$ cat src/rtl/fptd_ctrl_pkg.sv
// ----------------------------------------------------------------
// fptd_ctrl_pkg : shared types and defaults for the FPTD razor scheduler
// Rev 1.0
// ----------------------------------------------------------------
`default_nettype none

package fptd_ctrl_pkg;

  typedef enum logic [2:0] {
    IDLE   = 3'd0,
    EVAL   = 3'd1,
    CHECK  = 3'd2,
    REPLAY = 3'd3,
    DONE   = 3'd4
  } sched_state_t;

  localparam int NSEC_DEFAULT      = 8;
  localparam int RETRY_MAX_DEFAULT = 3;
  localparam int CNT_W_DEFAULT     = 8;

endpackage

`default_nettype wire

$ cat src/rtl/fptd_sat_counter.sv
// ----------------------------------------------------------------
// fptd_sat_counter : clearable up-counter that sticks at all-ones
// Rev 1.0
// ----------------------------------------------------------------
`default_nettype none

module fptd_sat_counter #(
  parameter int W = 8
) (
  input  logic         clk,
  input  logic         rst,
  input  logic         clear,
  input  logic         inc,
  output logic [W-1:0] count
);

  always_ff @(posedge clk or posedge rst) begin
    if (rst) begin
      count <= '0;
    end else if (clear) begin
      count <= '0;
    end else if (inc && (count != '1)) begin
      count <= count + W'(1);
    end
  end

endmodule

`default_nettype wire

$ cat src/rtl/fptd_razor_sched.sv
// ----------------------------------------------------------------
// fptd_razor_sched : EVAL/CHECK/REPLAY half-iteration scheduler
// Rev 1.0
// ----------------------------------------------------------------
`default_nettype none

module fptd_razor_sched
  import fptd_ctrl_pkg::*;
#(
  parameter int NSEC      = NSEC_DEFAULT,
  parameter int ITER_W    = 6,
  parameter int RETRY_MAX = RETRY_MAX_DEFAULT,
  parameter int CNT_W     = CNT_W_DEFAULT
) (
  input  logic              Clock,
  input  logic              Reset,
  input  logic              Start,
  input  logic [ITER_W-1:0] NumIter,
  input  logic [NSEC-1:0]   Error_section,
  output logic              Enable,
  output logic              Phase,
  output logic              Hold,
  output logic              Busy,
  output logic              Done,
  output logic              Fail,
  output logic [CNT_W-1:0]  ErrCount
);

  localparam int RETRY_W = $clog2(RETRY_MAX + 1);
  localparam logic [RETRY_W-1:0] RETRY_LIM = RETRY_W'(RETRY_MAX);

  sched_state_t          state;
  sched_state_t          state_next;
  logic [ITER_W-1:0]     num_iter;
  logic [ITER_W:0]       half_cnt;
  logic [ITER_W:0]       last_half;
  logic [RETRY_W-1:0]    retry;
  logic                  err;
  logic                  can_retry;
  logic                  is_last;
  logic                  start_ok;

  assign err       = |Error_section;
  assign can_retry = retry < RETRY_LIM;
  // One extra bit keeps 2*NumIter-1 from wrapping at the largest NumIter.
  assign last_half = {num_iter, 1'b0} - (ITER_W+1)'(1);
  assign is_last   = half_cnt == last_half;
  assign start_ok  = (state == IDLE) && Start;

  always_ff @(posedge Clock or posedge Reset) begin
    if (Reset) begin
      state <= IDLE;
    end else begin
      state <= state_next;
    end
  end

  always_comb begin
    state_next = state;
    case (state)
      IDLE: begin
        if (Start) begin
          state_next = (NumIter == '0) ? DONE : EVAL;
        end
      end
      EVAL:   state_next = CHECK;
      CHECK: begin
        if (err && can_retry) begin
          state_next = REPLAY;
        end else if (is_last) begin
          state_next = DONE;
        end else begin
          state_next = EVAL;
        end
      end
      REPLAY: state_next = EVAL;
      DONE:   state_next = IDLE;
      default: state_next = IDLE;
    endcase
  end

  always_comb begin
    Enable = 1'b0;
    Hold   = 1'b0;
    Done   = 1'b0;
    Busy   = 1'b1;
    case (state)
      IDLE:   Busy   = 1'b0;
      EVAL:   Enable = 1'b1;
      REPLAY: Hold   = 1'b1;
      DONE:   Done   = 1'b1;
      default: ;
    endcase
  end

  // Frame bookkeeping: progress only advances out of CHECK, either clean or out of retries.
  always_ff @(posedge Clock or posedge Reset) begin
    if (Reset) begin
      num_iter <= '0;
      half_cnt <= '0;
      retry    <= '0;
      Phase    <= 1'b0;
      Fail     <= 1'b0;
    end else if (start_ok) begin
      num_iter <= NumIter;
      half_cnt <= '0;
      retry    <= '0;
      Phase    <= 1'b0;
      Fail     <= 1'b0;
    end else if (state == CHECK) begin
      if (err && can_retry) begin
        retry <= retry + RETRY_W'(1);
      end else begin
        retry <= '0;
        if (err) begin
          Fail <= 1'b1;
        end
        if (!is_last) begin
          half_cnt <= half_cnt + (ITER_W+1)'(1);
          Phase    <= ~Phase;
        end
      end
    end
  end

  fptd_sat_counter #(
    .W (CNT_W)
  ) u_err_cnt (
    .clk   (Clock),
    .rst   (Reset),
    .clear (start_ok),
    .inc   ((state == CHECK) && err),
    .count (ErrCount)
  );

endmodule

`default_nettype wire

$ cat config.mk
export PLATFORM = sky130hd
export DESIGN_NAME = fptd_razor_sched
export DESIGN_NICKNAME = d
export VERILOG_FILES = /design/src/rtl/fptd_ctrl_pkg.sv /design/src/rtl/fptd_sat_counter.sv /design/src/rtl/fptd_razor_sched.sv
export SDC_FILE = /design/constraint.sdc
export NUM_CORES = 1
export LEC_CHECK = 0
export BUFFER_PORTS_ARGS = -buffer_cell sky130_fd_sc_hd__buf_2
export CORE_ASPECT_RATIO = 0.75
export CORE_UTILIZATION = 58
export DETAILED_ROUTE_END_ITERATION = 8
export HOLD_SLACK_MARGIN = 0.1
export PLACE_DENSITY = 0.91
export SLEW_MARGIN = 20
export SYNTH_ARGS = -nofsm -noshare
export SYNTH_HDL_FRONTEND = slang
export SYNTH_SLANG_ARGS = --single-unit
$ cat constraint.sdc
create_clock -name Clock -period 3.7 [get_ports Clock]
set_input_delay 1.11 -clock Clock [delete_from_list [all_inputs] [get_ports Clock]]
set_output_delay 1.11 -clock Clock [all_outputs]
set_load 0.02 [all_outputs]
==> results of run 1 <==
==> layer usage <==
metal / wire, um / vias up / GRT usage
met4: 13 / 0 / 0.0419
met2: 1810 / 42 / 0.500
met5: 0 / - / 0
met1: 1640 / 653 / 0.331
li1: - / 670 / -
met3: 180 / 3 / 0.0667
==> where the power goes <==
part	switching [W]	leakage, nW	internal (W)	total (W)
Sequential	0.0000878	0.372	0.000388	0.000475
Combinational	0.000338	0.552	0.000195	0.000533
Clock	0.0000947	0.0357	0.000145	0.000240
Total	0.000521	0.959	0.000728	0.00125
==> path summary, 6_finish.rpt <==
path	startpoint	endpoint	slack, ns	cells past startpoint
max	Error_section[1]	half_cnt[1]$_DFFE_PP0P_	1.16	6
min	Phase$_DFFE_PP0P_	Phase$_DFFE_PP0P_	0.50	1
max reg2reg	num_iter[0]$_DFFE_PP0P_	half_cnt[1]$_DFFE_PP0P_	1.46	7
min reg2reg	Phase$_DFFE_PP0P_	Phase$_DFFE_PP0P_	0.50	1
max in group asynchronous	Reset	num_iter[0]$_DFFE_PP0P_	2.42	2
min in group asynchronous	Reset	num_iter[5]$_DFFE_PP0P_	0.89	2
==> logic make-up after synthesis <==
family	count (synthesis)	share of synthesized area
AND/OR/NAND/NOR	78	0.247
AO/OA/AOI/OAI	30	0.130
flip-flops	28	0.437
XOR/XNOR	12	0.0656
buffers and inverters	12	0.0328
multiplexers	9	0.0562
adder cells (fa/ha/maj)	4	0.0312
==> stage by stage <==
step	util	area, sq um	instances	power (W)	setup WS (ns)
finish	0.704	1850	239	0.00125	1.16
global route	0.704	1850	239	0.00134	0.934
CTS	0.704	1850	239	0.00125	1.16
detailed placement	0.677	1780	235	0.00101	0.843
global placement	0.677	1780	235	0.000963	1.04
floorplan	-	1600	173	0.000868	1.26
==> cells in the final DEF (no fill, tap or decap), types with 4 or more instances in the layout <==
cell type and instances:
buf_2 30, nand2_1 29, dfrtp_1 28, nor2_1 15
mux2i_1 9, nor3_1 8, a21oi_1 7, inv_1 7
xor2_1 6, xnor2_1 6, o211ai_1 6, and3_1 5
o21ai_1 4, ha_1 4
==> registers in the layout (all words and copies together), names as in the netlist <==
name	flops
retry	2
Fail	1
num_iter	6
Phase	1
half_cnt	7
state	3
u_err_cnt.count	8
==> Yosys cell counts, drive strengths merged <==
library cell  count
nand3b            1
inv               8
o211a             1
clkbuf            3
nor3b             1
o21bai            1
nand3             3
nand4             1
or4               2
nor4b             1
a32oi             1
buf               1
o31ai             1
dfrtp            28
nand2b            3
a32o              1
a21oi             8
nand2            29
nor4              5
and2              2
o21ai             6
a21o              2
nor3              8
mux2i             9
nor2             16
xor2              6
a211o             1
and3              5
ha                4
o211ai            6
o22ai             1
or3b              1
xnor2             6
a22oi             1
==> final cells by class <==
cell class / count / area, sq um / share of cell area
clock buffers: 3 / 41.3 / 0.0224
inverters: 8 / 30.0 / 0.0163
well taps: 36 / 45.0 / 0.0244
multi-input cells: 133 / 850 / 0.460
flip-flops and latches: 28 / 701 / 0.379
clock inverters: 1 / 30.0 / 0.0163
repair buffers: 30 / 150 / 0.0813
==> reports/metrics.sh, run 1 <==
OUTCOME='finished clean'
POST-SYNTH-TOP-AREA-FRACTION=0.437
AREA_GROWTH_SYN_TO_LAYOUT_PCT=15.2
SETUP_VIOL_COUNT_FINAL=0
NUM-NETS-FINAL=225
CRITPATHBUFINV=1
FP.DIEH_UM=47.5
TRITONCTS_BUFFERS=3
PEAK_SUPPLY_DROP_V=0.000469
WORST-PATH-MAX-FANOUT=5
VIA_COUNT=1368
POST-ROUTE-DRC-COUNT=0
TRITONCTS='yes'
POST_DRT_VIA_CELL_RATIO=5.72
CTSHOLDBUFFERS=0
SHARE_OF_CELLS_ABOVE_DRIVE_STRENGTH_1=0.207
CLKSLEWWORSTSETUPHOLDPATHS_NS=0.09
DRT-TOTAL-WL_UM=3650
GRT_ANTENNA_BEFORE_REPAIR=0
POST-SYNTH-TOP-AREA-CELL='dfrtp_1'
UNREPAIRED_SETUP_ENDPOINTS_AFTER_GLOBAL_ROUTING='no'
POSTSYNTHNETCOUNT=194
SETUP.WORST_PATH.START_CLASS='input port'
REPORT.FINAL.SLEW_VIOL_COUNT=0
NFILLCELLS=209
FIN_WORST_HOLD_SLACK_NS=0.504
WORST_PIN_SLEW_NS=0.720
SETUP.WORST_PATH.CLASS='in -> reg'
GRT_PASS1_VIAS=1291
SYNTH_SEQUENTIAL_AREA_RATIO=0.437
CRITICAL_PATH.TOP_DELAY_FAMILY='simple AND/OR/NAND/NOR gates'
CLOCK_TREE.ROOT_CELL='clkbuf_8'
TIMING.CRITICAL_PATH.ARRIVAL_NS=2.73
FIRST_ITER_VIOLATIONS=65
GLOBALROUTE.TOTALOVERFLOW=0
IO_BUFFER_COUNT=30
FIN_SKEW_NS=0.00495
MAPPEDNETLISTAREA_SQ_UM=1600
PLACEABLECOREAREA_SQ_UM=2620
CPPEAKSTAGEDELAY_NS=0.64
YOSYSWARNINGCOUNT=0
POST-DP-HPWL_UM=2780
MIN_PERIOD_NS=2.54
CTS_HTREE_LEVELS=1
CLOCK_TREE.BUFFER_DEPTH=2
MAXIMUM_NUMBER_OF_PINS_ON_ONE_NET_BEFORE_GLOBAL_ROUTE_REPAIR=29
WIRE_LENGTH_OF_THE_FIRST_GLOBAL_ROUTING_PASS_UM=5890
FLOORPLAN.IO_PINS=31
MAX_CAP_VIOL_COUNT=0
P_LEAK_nW=0.959
FINAL_MIN_PERIOD_OVER_CLOCK_PERIOD=0.685
SYNTH.DISTINCT_CELLS=39
ANTENNA_LEFT=0
CRIT_PATH_CELL_TRACE='buf_2, nor4_1, a21oi_1, nor2_2, o21ai_1, mux2i_1'
CTS.SINK_COUNT=28
CLKLATENCYLATEPIN_NS=0.28
DR.PASS1.ITERS=5
DIE_AREA_SQ_UM=2980
SYNTH_CELLS=173
TOTALNEGATIVESETUPSLACK_NS=0
POST_SYNTH_MAIN_AREA_CONTRIBUTORS='dfrtp_1, nand2_1, mux2i_1'
CP_SLOWEST_CELL='nor4_1'
SYN_AVG_CELL_AREA_SQ_UM=9.26
CTS_RESIZED=0
MAX_FREQ_MHz=394
TIMING.CRITICAL_PATH.TO_TYPE='flip-flop'
CP.REQUIRED_NS=3.90
ANTENNADIODECOUNT=0
POST-CTS-SETUP-BUFFER-COUNT=0
FP.DIEW_UM=62.7
ROUTED_WIRE_LENGTH_PER_INSTANCE_UM=15.3
SYNTH.FF_LATCH_COUNT=28
ROWS=16
STARTING_DENSITY_OF_THE_CORE=0.611
POWERDENSITY_nW_PER_UM2=676
FINAL-HOLD-VIOLATION-COUNT=0
WORST_SLEW_MARGIN_REL=0.515
MIN_PATH_TYPE='reg -> reg'
GRT_UTIL_ALL_LAYERS=0.267
GP_ROUTABILITY_CONGESTION=0.815
Note: power is estimated with default switching activity, not from simulation.
==> run 2: changes to the inputs <==
--- a/config.mk
+++ b/config.mk
@@ -7,10 +7,10 @@
 export LEC_CHECK = 0
 export BUFFER_PORTS_ARGS = -buffer_cell sky130_fd_sc_hd__buf_2
 export CORE_ASPECT_RATIO = 0.75
-export CORE_UTILIZATION = 58
+export CORE_UTILIZATION = 49
 export DETAILED_ROUTE_END_ITERATION = 8
 export HOLD_SLACK_MARGIN = 0.1
-export PLACE_DENSITY = 0.91
+export PLACE_DENSITY = 0.83
 export SLEW_MARGIN = 20
 export SYNTH_ARGS = -nofsm -noshare
 export SYNTH_HDL_FRONTEND = slang
==> constraint.sdc (replaced) <==
create_clock -name Clock -period 2.1 [get_ports Clock]
set_input_delay 0.63 -clock Clock [delete_from_list [all_inputs] [get_ports Clock]]
set_output_delay 0.63 -clock Clock [all_outputs]
set_load 0.02 [all_outputs]
==> run 2 against run 1 <==
Effect of this change: total power rose by 67%; worst setup slack got worse by 1.0 ns; combinational power rose by 81%; sequential power rose by 75%; cell count rose by 3.3%; cell area rose by 1.8%; sequential cell count did not move; critical path type is now reg -> reg; clock skew fell by 0.0025 ns; critical path depth fell by 1; clock power rose by 19%.
==> reports/metrics.sh, run 2 (synthesis gave the netlist of run 1 again) <==
AREA_GROWTH_SYN_TO_LAYOUT_PCT=17.3  # was 15.2%
CLOCK_TREE.BUFFER_DEPTH=2  # unchanged
TIMING.CRITICAL_PATH.TO_TYPE='flip-flop'  # unchanged
CP.REQUIRED_NS=2.31  # was 3.90 ns
FINAL_MIN_PERIOD_OVER_CLOCK_PERIOD=0.939
ROUTED_WIRE_LENGTH_PER_INSTANCE_UM=13.6  # was 15.3 um
CLKLATENCYLATEPIN_NS=0.27  # was 0.28 ns
OUTCOME='finished clean'  # unchanged
PEAK_SUPPLY_DROP_V=0.000543  # was 0.000469 V
UNREPAIRED_SETUP_ENDPOINTS_AFTER_GLOBAL_ROUTING='no'  # unchanged
WORST_SETUP_SP='state[1]$_DFFE_PP0P_'  # was Error_section[1]
FP.DIEW_UM=68.0  # was 62.7 um
VIA_COUNT=1364  # was 1,368
LAYOUT.CELLS.MOST_COMMON_LIST='buf_2, nand2_1, dfrtp_1'  # unchanged
DRT-TOTAL-WL_UM=3370  # was 3650 um
POST-CTS-SETUP-BUFFER-COUNT=0  # unchanged
TOTALNEGATIVESETUPSLACK_NS=0  # unchanged
CLKSLEWWORSTSETUPHOLDPATHS_NS=0.09  # about the same
TRITONCTS='yes'  # unchanged
LAYOUT_COMMONEST_CELL='buf_2'  # unchanged
CTS.SINK_COUNT=28  # unchanged
FIN_SKEW_NS=0.00249  # was 0.00495 ns
LARGEST_REGISTERS='u_err_cnt.count: 8 flops, half_cnt: 7 flops, num_iter: 6 flops'  # unchanged
WORST-PATH-MAX-FANOUT=8  # was 5
GRT_UTIL_ALL_LAYERS=0.227  # was 0.267
DIE_AREA_SQ_UM=3510  # was 2980 sq um
FINAL_CORE_UTIL=0.623  # was 0.704
POST-ROUTE-DRC-COUNT=0  # unchanged
P_LEAK_nW=0.985  # was 0.959 nW
ANTENNADIODECOUNT=0  # unchanged
ANTENNA_LEFT=0  # unchanged
FP.DIEH_UM=51.5  # was 47.5 um
ROWS=17  # was 16
MIN_PERIOD_NS=1.97
NUM-NETS-FINAL=232  # was 225
SETUP.WORST_PATH.CLASS='reg -> reg'  # was in -> reg
CLOCK_TREE.ROOT_CELL='clkbuf_8'  # unchanged
FINAL-HOLD-VIOLATION-COUNT=0  # unchanged
TRITONCTS_BUFFERS=3  # unchanged
POST_DRT_VIA_CELL_RATIO=5.52  # was 5.72
RR_STARTPOINT='state[1]$_DFFE_PP0P_'  # was num_iter[0]$_DFFE_PP0P_
WORST_PIN_SLEW_NS=0.535  # was 0.720 ns
MAX_FREQ_MHz=507
POWERDENSITY_nW_PER_UM2=1110  # was 676 nW/um^2
FLOORPLAN.IO_PINS=31  # unchanged
LARGEST_REGISTER_FFS=8  # unchanged
GRT_PASS1_VIAS=1211  # was 1,291
SETUP_VIOL_COUNT_FINAL=0  # unchanged
STARTING_DENSITY_OF_THE_CORE=0.531  # was 0.611
MIN_PATH_TYPE='in -> async'  # was reg -> reg
ROUTE.MET2.WL_UM=1410  # was 1810 um
ROUTED.TOP_LAYER='met4'  # unchanged
GP_ROUTABILITY_CONGESTION=0.786  # was 0.815
MAX_CAP_VIOL_COUNT=0  # unchanged
WIRE_LENGTH_ON_MET1_UM=1750  # was 1640 um
PLACEABLECOREAREA_SQ_UM=3020  # was 2620 sq um
FIRST_ITER_VIOLATIONS=74  # was 65
POST-DP-HPWL_UM=2570  # was 2780 um
DR_WL_MET3_UM=179  # was 180 um
REPORT.FINAL.SLEW_VIOL_COUNT=0  # unchanged
CTS_HTREE_LEVELS=1  # unchanged
GLOBALROUTE.TOTALOVERFLOW=0  # unchanged
DR.PASS1.ITERS=5  # unchanged
MAXIMUM_NUMBER_OF_PINS_ON_ONE_NET_BEFORE_GLOBAL_ROUTE_REPAIR=29  # unchanged
TIMING.CRITICAL_PATH.ARRIVAL_NS=2.18  # was 2.73 ns
WORST_SLEW_MARGIN_REL=0.643  # was 0.515
GRT_ANTENNA_BEFORE_REPAIR=0  # unchanged
WIRE_LENGTH_OF_THE_FIRST_GLOBAL_ROUTING_PASS_UM=5800  # was 5890 um
IO_BUFFER_COUNT=30  # unchanged
SETUP.WORST_PATH.START_CLASS='flip-flop'  # was input port
REGMOSTFLOPS='u_err_cnt.count'  # unchanged
SHARE_OF_CELLS_ABOVE_DRIVE_STRENGTH_1=0.234  # was 0.207
[run 2: stage by stage]
step / hold WS [ns] / cells / worst slack [ns] / total power [W] / cell area, sq um
floorplan: 0.465 / 173 / 0.138 / 0.00153 / 1600
global placement: 0.462 / 244 / 0.126 / 0.00175 / 1830
detailed placement: 0.467 / 244 / 0.0816 / 0.00179 / 1830
CTS: 0.420 / 247 / 0.0565 / 0.00208 / 1870
global route: 0.459 / 247 / 0.0120 / 0.00225 / 1880
finish: 0.403 / 247 / 0.129 / 0.00208 / 1880
[run 2: what timing repair did]
action | CTS | global route
hold buffers | 0 | 0
endpoints found under the setup margin | 0 | 4
gates resized for setup | 0 | 2
[run 2: layout make-up]
| class | count | area, sq um |
|---|---|---|
| fill | 267 | 1140 |
| multi-input combinational | 133 | 858 |
| sequential | 28 | 701 |
| timing repair buffer | 37 | 203 |
| tap | 38 | 47.5 |
| clock buffer | 3 | 41.3 |
| inverter | 8 | 30.0 |
[run 2: worst max-delay path: stages, from the launching register on]
cell and delay, ns:
dfrtp_1 0.45, or3b_1 0.53, a21oi_2 0.25, nand3b_2 0.18
or4_1 0.43, nand2_1 0.08
[run 2: layer usage]
layer  vias to the layer above  track usage
met2                        46        0.325
met4                         0       0.0521
met5                         -            0
li1                        684            -
met3                         4       0.0461
met1                       630        0.350
[run 2: final timing paths]
| check | cells after the start | slack, ns | end |
|---|---|---|---|
| setup / recovery | 5 | 0.13 | u_err_cnt.count[6]$_DFFE_PP0P_ |
| hold / removal | 3 | 0.40 | u_err_cnt.count[1]$_DFFE_PP0P_ |
| setup reg to reg | 5 | 0.13 | u_err_cnt.count[6]$_DFFE_PP0P_ |
| hold reg to reg | 1 | 0.47 | Phase$_DFFE_PP0P_ |
| max in group asynchronous | 3 | 1.44 | u_err_cnt.count[4]$_DFFE_PP0P_ |
| min in group Clock | 1 | 0.47 | Phase$_DFFE_PP0P_ |
[run 2: power by group]
group / leakage (nW) / internal, W / switching (W) / total, W
logic: 0.592 / 0.000372 / 0.000592 / 0.000964
registers: 0.372 / 0.000683 / 0.000148 / 0.000832
clock network: 0.0216 / 0.000129 / 0.000157 / 0.000286
